### config.mk
export PLATFORM = sky130hd
export DESIGN_NAME = wb_mmio_master
export DESIGN_NICKNAME = d
export VERILOG_FILES = /design/src/rtl/wb_mmio_master.sv
export SDC_FILE = /design/constraint.sdc
export NUM_CORES = 1
export LEC_CHECK = 0
export ABC_AREA = 1
export ABC_CLOCK_PERIOD_IN_PS = 3650
export CELL_PAD_IN_SITES_DETAIL_PLACEMENT = 0
export CELL_PAD_IN_SITES_GLOBAL_PLACEMENT = 1
export CORE_ASPECT_RATIO = 0.6
export CORE_MARGIN = 1
export CORE_UTILIZATION = 31
export DETAILED_ROUTE_END_ITERATION = 12
export PLACE_DENSITY_LB_ADDON = 0.1
export SYNTH_ARGS = -nofsm -noshare
export SYNTH_HDL_FRONTEND = slang
export SYNTH_SLANG_ARGS = --single-unit
export TNS_END_PERCENT = 20
### constraint.sdc
create_clock -name CLK_I -period 3.65 [get_ports CLK_I]
set_input_delay 0.9125 -clock CLK_I [delete_from_list [all_inputs] [get_ports CLK_I]]
set_output_delay 0.9125 -clock CLK_I [all_outputs]
set_load 0.01 [all_outputs]
### src/rtl/wb_mmio_master.sv
// Wishbone classic single-transfer master: turns a valid/ready command stream
// into one bus cycle per command and returns data/timeout on a response stream.
module wb_mmio_master #(
  parameter int unsigned ADDR_W  = 21,
  parameter int unsigned DATA_W  = 32,
  parameter int unsigned TIMEOUT = 255
) (
  input  logic              CLK_I,
  input  logic              RST_I,
  input  logic              cmd_valid,
  output logic              cmd_ready,
  input  logic              cmd_we,
  input  logic [ADDR_W-1:0] cmd_addr,
  input  logic [DATA_W-1:0] cmd_wdata,
  output logic              rsp_valid,
  input  logic              rsp_ready,
  output logic [DATA_W-1:0] rsp_rdata,
  output logic              rsp_err,
  output logic              busy,
  output logic              CYC_O,
  output logic              STB_O,
  output logic              WE_O,
  output logic [ADDR_W-1:0] ADDR_O,
  output logic [DATA_W-1:0] DAT_O,
  input  logic [DATA_W-1:0] DAT_I,
  input  logic              ACK_I
);

  localparam int unsigned CNT_W = $clog2(TIMEOUT + 1);

  typedef enum logic [1:0] {
    S_IDLE = 2'd0,
    S_BUS  = 2'd1,
    S_RESP = 2'd2
  } state_t;

  state_t              state_q;
  logic [CNT_W-1:0]    cnt_q;
  logic                cyc_q;
  logic                stb_q;
  logic                we_q;
  logic [ADDR_W-1:0]   addr_q;
  logic [DATA_W-1:0]   dat_q;
  logic                rsp_valid_q;
  logic [DATA_W-1:0]   rsp_rdata_q;
  logic                rsp_err_q;

  // Handshake flags are pure state decodes so they react in the same cycle.
  assign cmd_ready = (state_q == S_IDLE);
  assign busy      = (state_q != S_IDLE);

  assign CYC_O     = cyc_q;
  assign STB_O     = stb_q;
  assign WE_O      = we_q;
  assign ADDR_O    = addr_q;
  assign DAT_O     = dat_q;
  assign rsp_valid = rsp_valid_q;
  assign rsp_rdata = rsp_rdata_q;
  assign rsp_err   = rsp_err_q;

  always_ff @(posedge CLK_I) begin
    if (RST_I) begin
      state_q     <= S_IDLE;
      cnt_q       <= '0;
      cyc_q       <= 1'b0;
      stb_q       <= 1'b0;
      we_q        <= 1'b0;
      addr_q      <= '0;
      dat_q       <= '0;
      rsp_valid_q <= 1'b0;
      rsp_rdata_q <= '0;
      rsp_err_q   <= 1'b0;
    end else begin
      case (state_q)
        S_IDLE: begin
          if (cmd_valid) begin
            we_q    <= cmd_we;
            addr_q  <= cmd_addr;
            dat_q   <= cmd_wdata;
            cyc_q   <= 1'b1;
            stb_q   <= 1'b1;
            cnt_q   <= '0;
            state_q <= S_BUS;
          end
        end
        S_BUS: begin
          // ACK has priority over an expiry landing on the same edge.
          if (ACK_I) begin
            cyc_q       <= 1'b0;
            stb_q       <= 1'b0;
            we_q        <= 1'b0;
            rsp_rdata_q <= we_q ? '0 : DAT_I;
            rsp_err_q   <= 1'b0;
            rsp_valid_q <= 1'b1;
            state_q     <= S_RESP;
          end else if (cnt_q == CNT_W'(TIMEOUT - 1)) begin
            cyc_q       <= 1'b0;
            stb_q       <= 1'b0;
            rsp_rdata_q <= '0;
            rsp_err_q   <= 1'b1;
            rsp_valid_q <= 1'b1;
            state_q     <= S_RESP;
          end else if (cnt_q != CNT_W'(TIMEOUT)) begin
            cnt_q <= cnt_q + CNT_W'(1);
          end
        end
        S_RESP: begin
          if (rsp_ready) begin
            rsp_valid_q <= 1'b0;
            state_q     <= S_IDLE;
          end
        end
        default: state_q <= S_IDLE;
      endcase
    end
  end

endmodule

* After elaboration in Yosys (flattened, before gate mapping)
Index checks and enable logic that the tools add are counted.
** Word-level totals
- Register bits :: 99
- Input bits :: 91
- Word-level logic and storage cells :: 58
** Cells by class
- Add/subtract/negate cells :: 1
- Equality and inequality tests :: 11
- Multiplexer cells :: 25
- Reduce and logical (&&, ||, !) cells :: 12
** Operators with widths (number)
- $mux W32 :: 3
- $mux W8 :: 4
- $pmux W8 S2 :: 1
- $ne A2 B2 Y1 const B :: 6
- $reduce_and A3 Y1 :: 4
- $mux W1 :: 9
- $add A8 B1 Y8 const B :: 1
- $eq A8 B8 Y1 const B :: 1
- $mux W2 :: 4
- $ne A8 B8 Y1 const B :: 1
- $reduce_bool A2 Y1 :: 4
- $pmux W1 S2 :: 3
- $pmux W2 S3 :: 1
- $reduce_and A5 Y1 :: 1
- $reduce_and A2 Y1 :: 2
- $ne A3 B3 Y1 const B :: 1
- $eq A2 B1 Y1 const B :: 1
- $eq A2 B2 Y1 const B :: 1
- $logic_not A2 Y1 :: 1

* Longest topological paths before layout
- Depth in word-level cells :: 5
- Mapped depth :: 10

* Worst setup path after synthesis
No wires, ideal clock.
- Kind :: input -> register
- From :: input RST_I
- To :: register rsp_valid_q, in the netlist rsp_valid
- Arrival :: 1542 ps
- Required time :: 3527 ps
- Path slack :: 1986 ps
- Stages on the path :: 3
- Cells stage by stage :: clkbuf_1 buf_2 nor2_1
** RTL lines
- start: declaration :: RTL line 9 : input logic RST_I,
- end signal: assignment :: RTL line 70 : rsp_valid_q <= 1'b0;
- end signal: assignment :: RTL line 94 : rsp_valid_q <= 1'b1;
- end signal: assignment :: RTL line 101 : rsp_valid_q <= 1'b1;
- end: declaration :: RTL line 44 : logic rsp_valid_q;
No word-level cell between the ends.

* Final worst setup path
- From :: input ACK_I
- To :: register rsp_rdata_q[0], in the netlist rsp_rdata[0]
** Between the ends
- Word-level cells in the longest chain between the ends :: 2
- Elaborated cells on any way between the ends :: 3
- Those cells by class :: mux: 1; reduce/logical: 2
** Ends and longest elaborated chain
- start: declaration :: RTL line 26 : input logic ACK_I
- $reduce_bool A2 Y1 (no source line)
- $reduce_and A2 Y1 (no source line)
- end signal: assignment :: RTL line 92 : rsp_rdata_q <= we_q ? '0 : DAT_I;
- end: declaration :: RTL line 45 : logic [DATA_W-1:0] rsp_rdata_q;
Several ways; a longest one is shown, not always the timed one.
A chain may end at the register's enable or synchronous reset.

==> results by group <==
Synthesis
  • Syn Nets: 578
  • Synthesis Warnings: 0
  • Distinct cell type count after synthesis: 26
  • Syn avg cell area: 8.21 um^2
  • Seq/Total Area, Yosys: 49.8%
  • Synthesized flop and latch total: 99
  • Synthesized area: 3980 um^2
  • Post-synthesis instance total: 485

Routing
  • Routed wire length: 11,200 um
  • 1st-iter DRT viols: 228
  • Met3 Wirelength: 756 um
  • Via density: 4.54
  • Post-DRT Antenna Nets: 0
  • Drt first pass iters: 4
  • Met2 wire length: 5050 um
  • DR top layer: met4
  • Wire length per cell: 13.6 um
  • Via count: 3,729
  • Metal1 wirelength: 5270 um
  • DRC: 0

Power and ir drop
  • Worst ir drop on vdd: 0.000325 V
  • PwrDens: 438 nW/um^2
  • Pleak: 2.30 nW
  • Power Total: 2.71 mW

GRT
  • Overall Global Routing Usage: 17.0%
  • Vias in the first global route: 3,446
  • Largest net degree at the start of global routing: 63
  • First-pass GRT wire length: 18,000 um
  • GRT overflow: 0
  • Initial antenna violation count: 0

Timing
  • Pins Over Slew Limit: 0
  • Fin crit period: 2500 ps
  • Final setup fails: 0
  • Worst setup margin: 1150 ps
  • Fin crit share: 68.5%
  • RSZ-0062 raised after global routing: no
  • Final Hold Slack: 450 ps
  • Fin. Hold Viols: 0
  • Slew headroom: 50.7%
  • Skew final: 5.63 ps
  • Setup_tns: 0 ps
  • Worst slew pin tran: 738 ps
  • Fmax achieved: 400 MHz

Setup path
  • Reg2reg setup slack: 1710 ps
  • Reg-to-Reg End: rsp_rdata[0]$_SDFFE_PP0P_
  • Crit Path Class: in2reg
  • Peak fanout along the critical path: 36
  • Crit path capture: rsp_rdata[0]$_SDFFE_PP0P_
  • CP Capture Type: register
  • R2r worst-path depth: 6
  • Critical R2R Launch: state_q[0]$_SDFFE_PP0P_
  • Worst setup SP type: primary input
  • CP Launch Point: ACK_I
  • Worst EP arrival: 2760 ps
  • Required @ worst endpoint: 3910 ps

Worst hold path
  • WHS Path Cells: 2
  • Worst min path class: reg2reg

Job
  • Total of max-cap violations: 0

Place
  • Post-placement cell count: 805
  • Placer congestion estimate: 0.747
  • Port buffer count: 182
  • Pre-CTS setup slack: 791 ps
  • DPL Wire Length: 7650 um

Final layout
  • Syn-to-layout area delta: 55.3%
  • Commonest non-fill, non-tap cells in the layout: clkdlybuf4s50_1, nor2_1, dfxtp_1
  • Number of diodes: 0
  • Layout fillers: 1,169
  • Layout cell share with drive strength beyond 1: 14.0%
  • Net count, final: 744
  • Final std cells w/o fill: 821
  • Commonest non-fill, non-tap cell in the layout: clkdlybuf4s50_1

Floorplan
  • Floorplan core area: 12,300 um^2
  • Die width: 148 um
  • Die area: 13,300 um^2
  • Initial Util: 32.4%
  • Io pins: 183
  • Die Span Y: 89.8 um
  • Row count: 31

Clocking
  • Cts bufs inserted: 9
  • Post-CTS Setup Bufs: 0
  • CTS tree: done
  • Clock-pin slew on the worst setup and hold paths: 70 ps
  • Clk sinks: 99
  • Hold Buf Count CTS: 0
  • H-tree Lvls: 3
  • Skew-Pair Late Insertion Delay: 340 ps
  • Resized cells post-CTS: 0
  • Root buf cell: clkbuf_16
  • Clock Path Buffers: 2

Status
  • Status: complete, no violations
==> flip-flops by register name (all words and copies together), names as in the netlist <==
signal	flops
ADDR_O	21
DAT_O	32
STB_O	1
WE_O	1
cnt_q	8
rsp_err	1
rsp_rdata	32
rsp_valid	1
state_q	2
==> cell usage after synthesis <==
master | number | area share [%]
inv_2 | 1 | 0.094
ha_1 | 2 | 0.63
nand2_4 | 2 | 0.57
inv_1 | 16 | 1.5
a21oi_2 | 30 | 6.6
inv_4 | 1 | 0.16
nor2_2 | 2 | 0.31
buf_4 | 1 | 0.19
clkbuf_1 | 8 | 0.75
o21bai_1 | 1 | 0.19
nand2_2 | 32 | 5.0
o21ai_1 | 6 | 0.75
nand2_1 | 28 | 2.6
o21ai_0 | 55 | 6.9
nor3_1 | 2 | 0.25
nor2_1 | 114 | 11
nand3_1 | 46 | 5.8
buf_12 | 3 | 1.5
dfxtp_1 | 99 | 50
o21ai_4 | 1 | 0.41
nand3_2 | 2 | 0.50
nand4_1 | 2 | 0.31
a21oi_1 | 10 | 1.3
buf_2 | 19 | 2.4
nor2_8 | 1 | 0.50
nand3b_1 | 1 | 0.19
==> metal layers <==
metal | vias to the layer above | GRT usage [%]
met3 | 8 | 4.87
li1 | 1917 | -
met4 | 0 | 4.81
met5 | - | 0
met1 | 1707 | 23.4
met2 | 97 | 25.7
==> per-stage QoR <==
step | instance area (um^2) | utilization, %
after floorplan | 3980 | -
after global placement | 5850 | 47.6
after detailed placement | 5850 | 47.6
after CTS | 6180 | 50.3
after global routing | 6180 | 50.3
final | 6180 | 50.3
==> cell families (layout without fill, tap and decap cells) <==
logic type	after synthesis	count (layout)	share of synthesized area, %
compound gates	103	103	16.1
fa+ha+maj	2	2	0.629
buf+inv	49	220	6.60
flops	99	99	49.8
simple gates	232	232	26.8
==> worst min-delay path by stage <==
stage	from	to
2_1_floorplan	rsp_err$_SDFFE_PP0P_	rsp_err$_SDFFE_PP0P_
3_3_place_gp	rsp_err$_SDFFE_PP0P_	rsp_err$_SDFFE_PP0P_
3_5_place_dp	rsp_err$_SDFFE_PP0P_	rsp_err$_SDFFE_PP0P_
4_1_cts	rsp_err$_SDFFE_PP0P_	rsp_err$_SDFFE_PP0P_
5_1_grt	rsp_err$_SDFFE_PP0P_	rsp_err$_SDFFE_PP0P_
6_report	rsp_err$_SDFFE_PP0P_	rsp_err$_SDFFE_PP0P_
==> worst max-delay path, cell delays in order <==
cell	delay [ps]
clkdlybuf4s50_1	600
nand2_4	290
nor2_8	630
nand2_1	130
a21oi_1	180
==> layout make-up <==
cell class,instances,area (um^2),area share (%)
sequential,99,1980,32.1
clock buffer,11,243,3.93
inverter,18,70.1,1.13
tap,165,206,3.34
clock inverter,5,85.1,1.38
timing repair buffer,186,1860,30.1
multi-input combinational,337,1740,28.1
==> where the power goes <==
part / internal, mW / leakage, nW / switching [mW]
Combinational: 0.262 / 1.33 / 0.217
Clock: 0.624 / 0.156 / 0.414
Sequential: 1.15 / 0.813 / 0.0387
Total: 2.04 / 2.30 / 0.670
(Power assumes the default switching activity.)
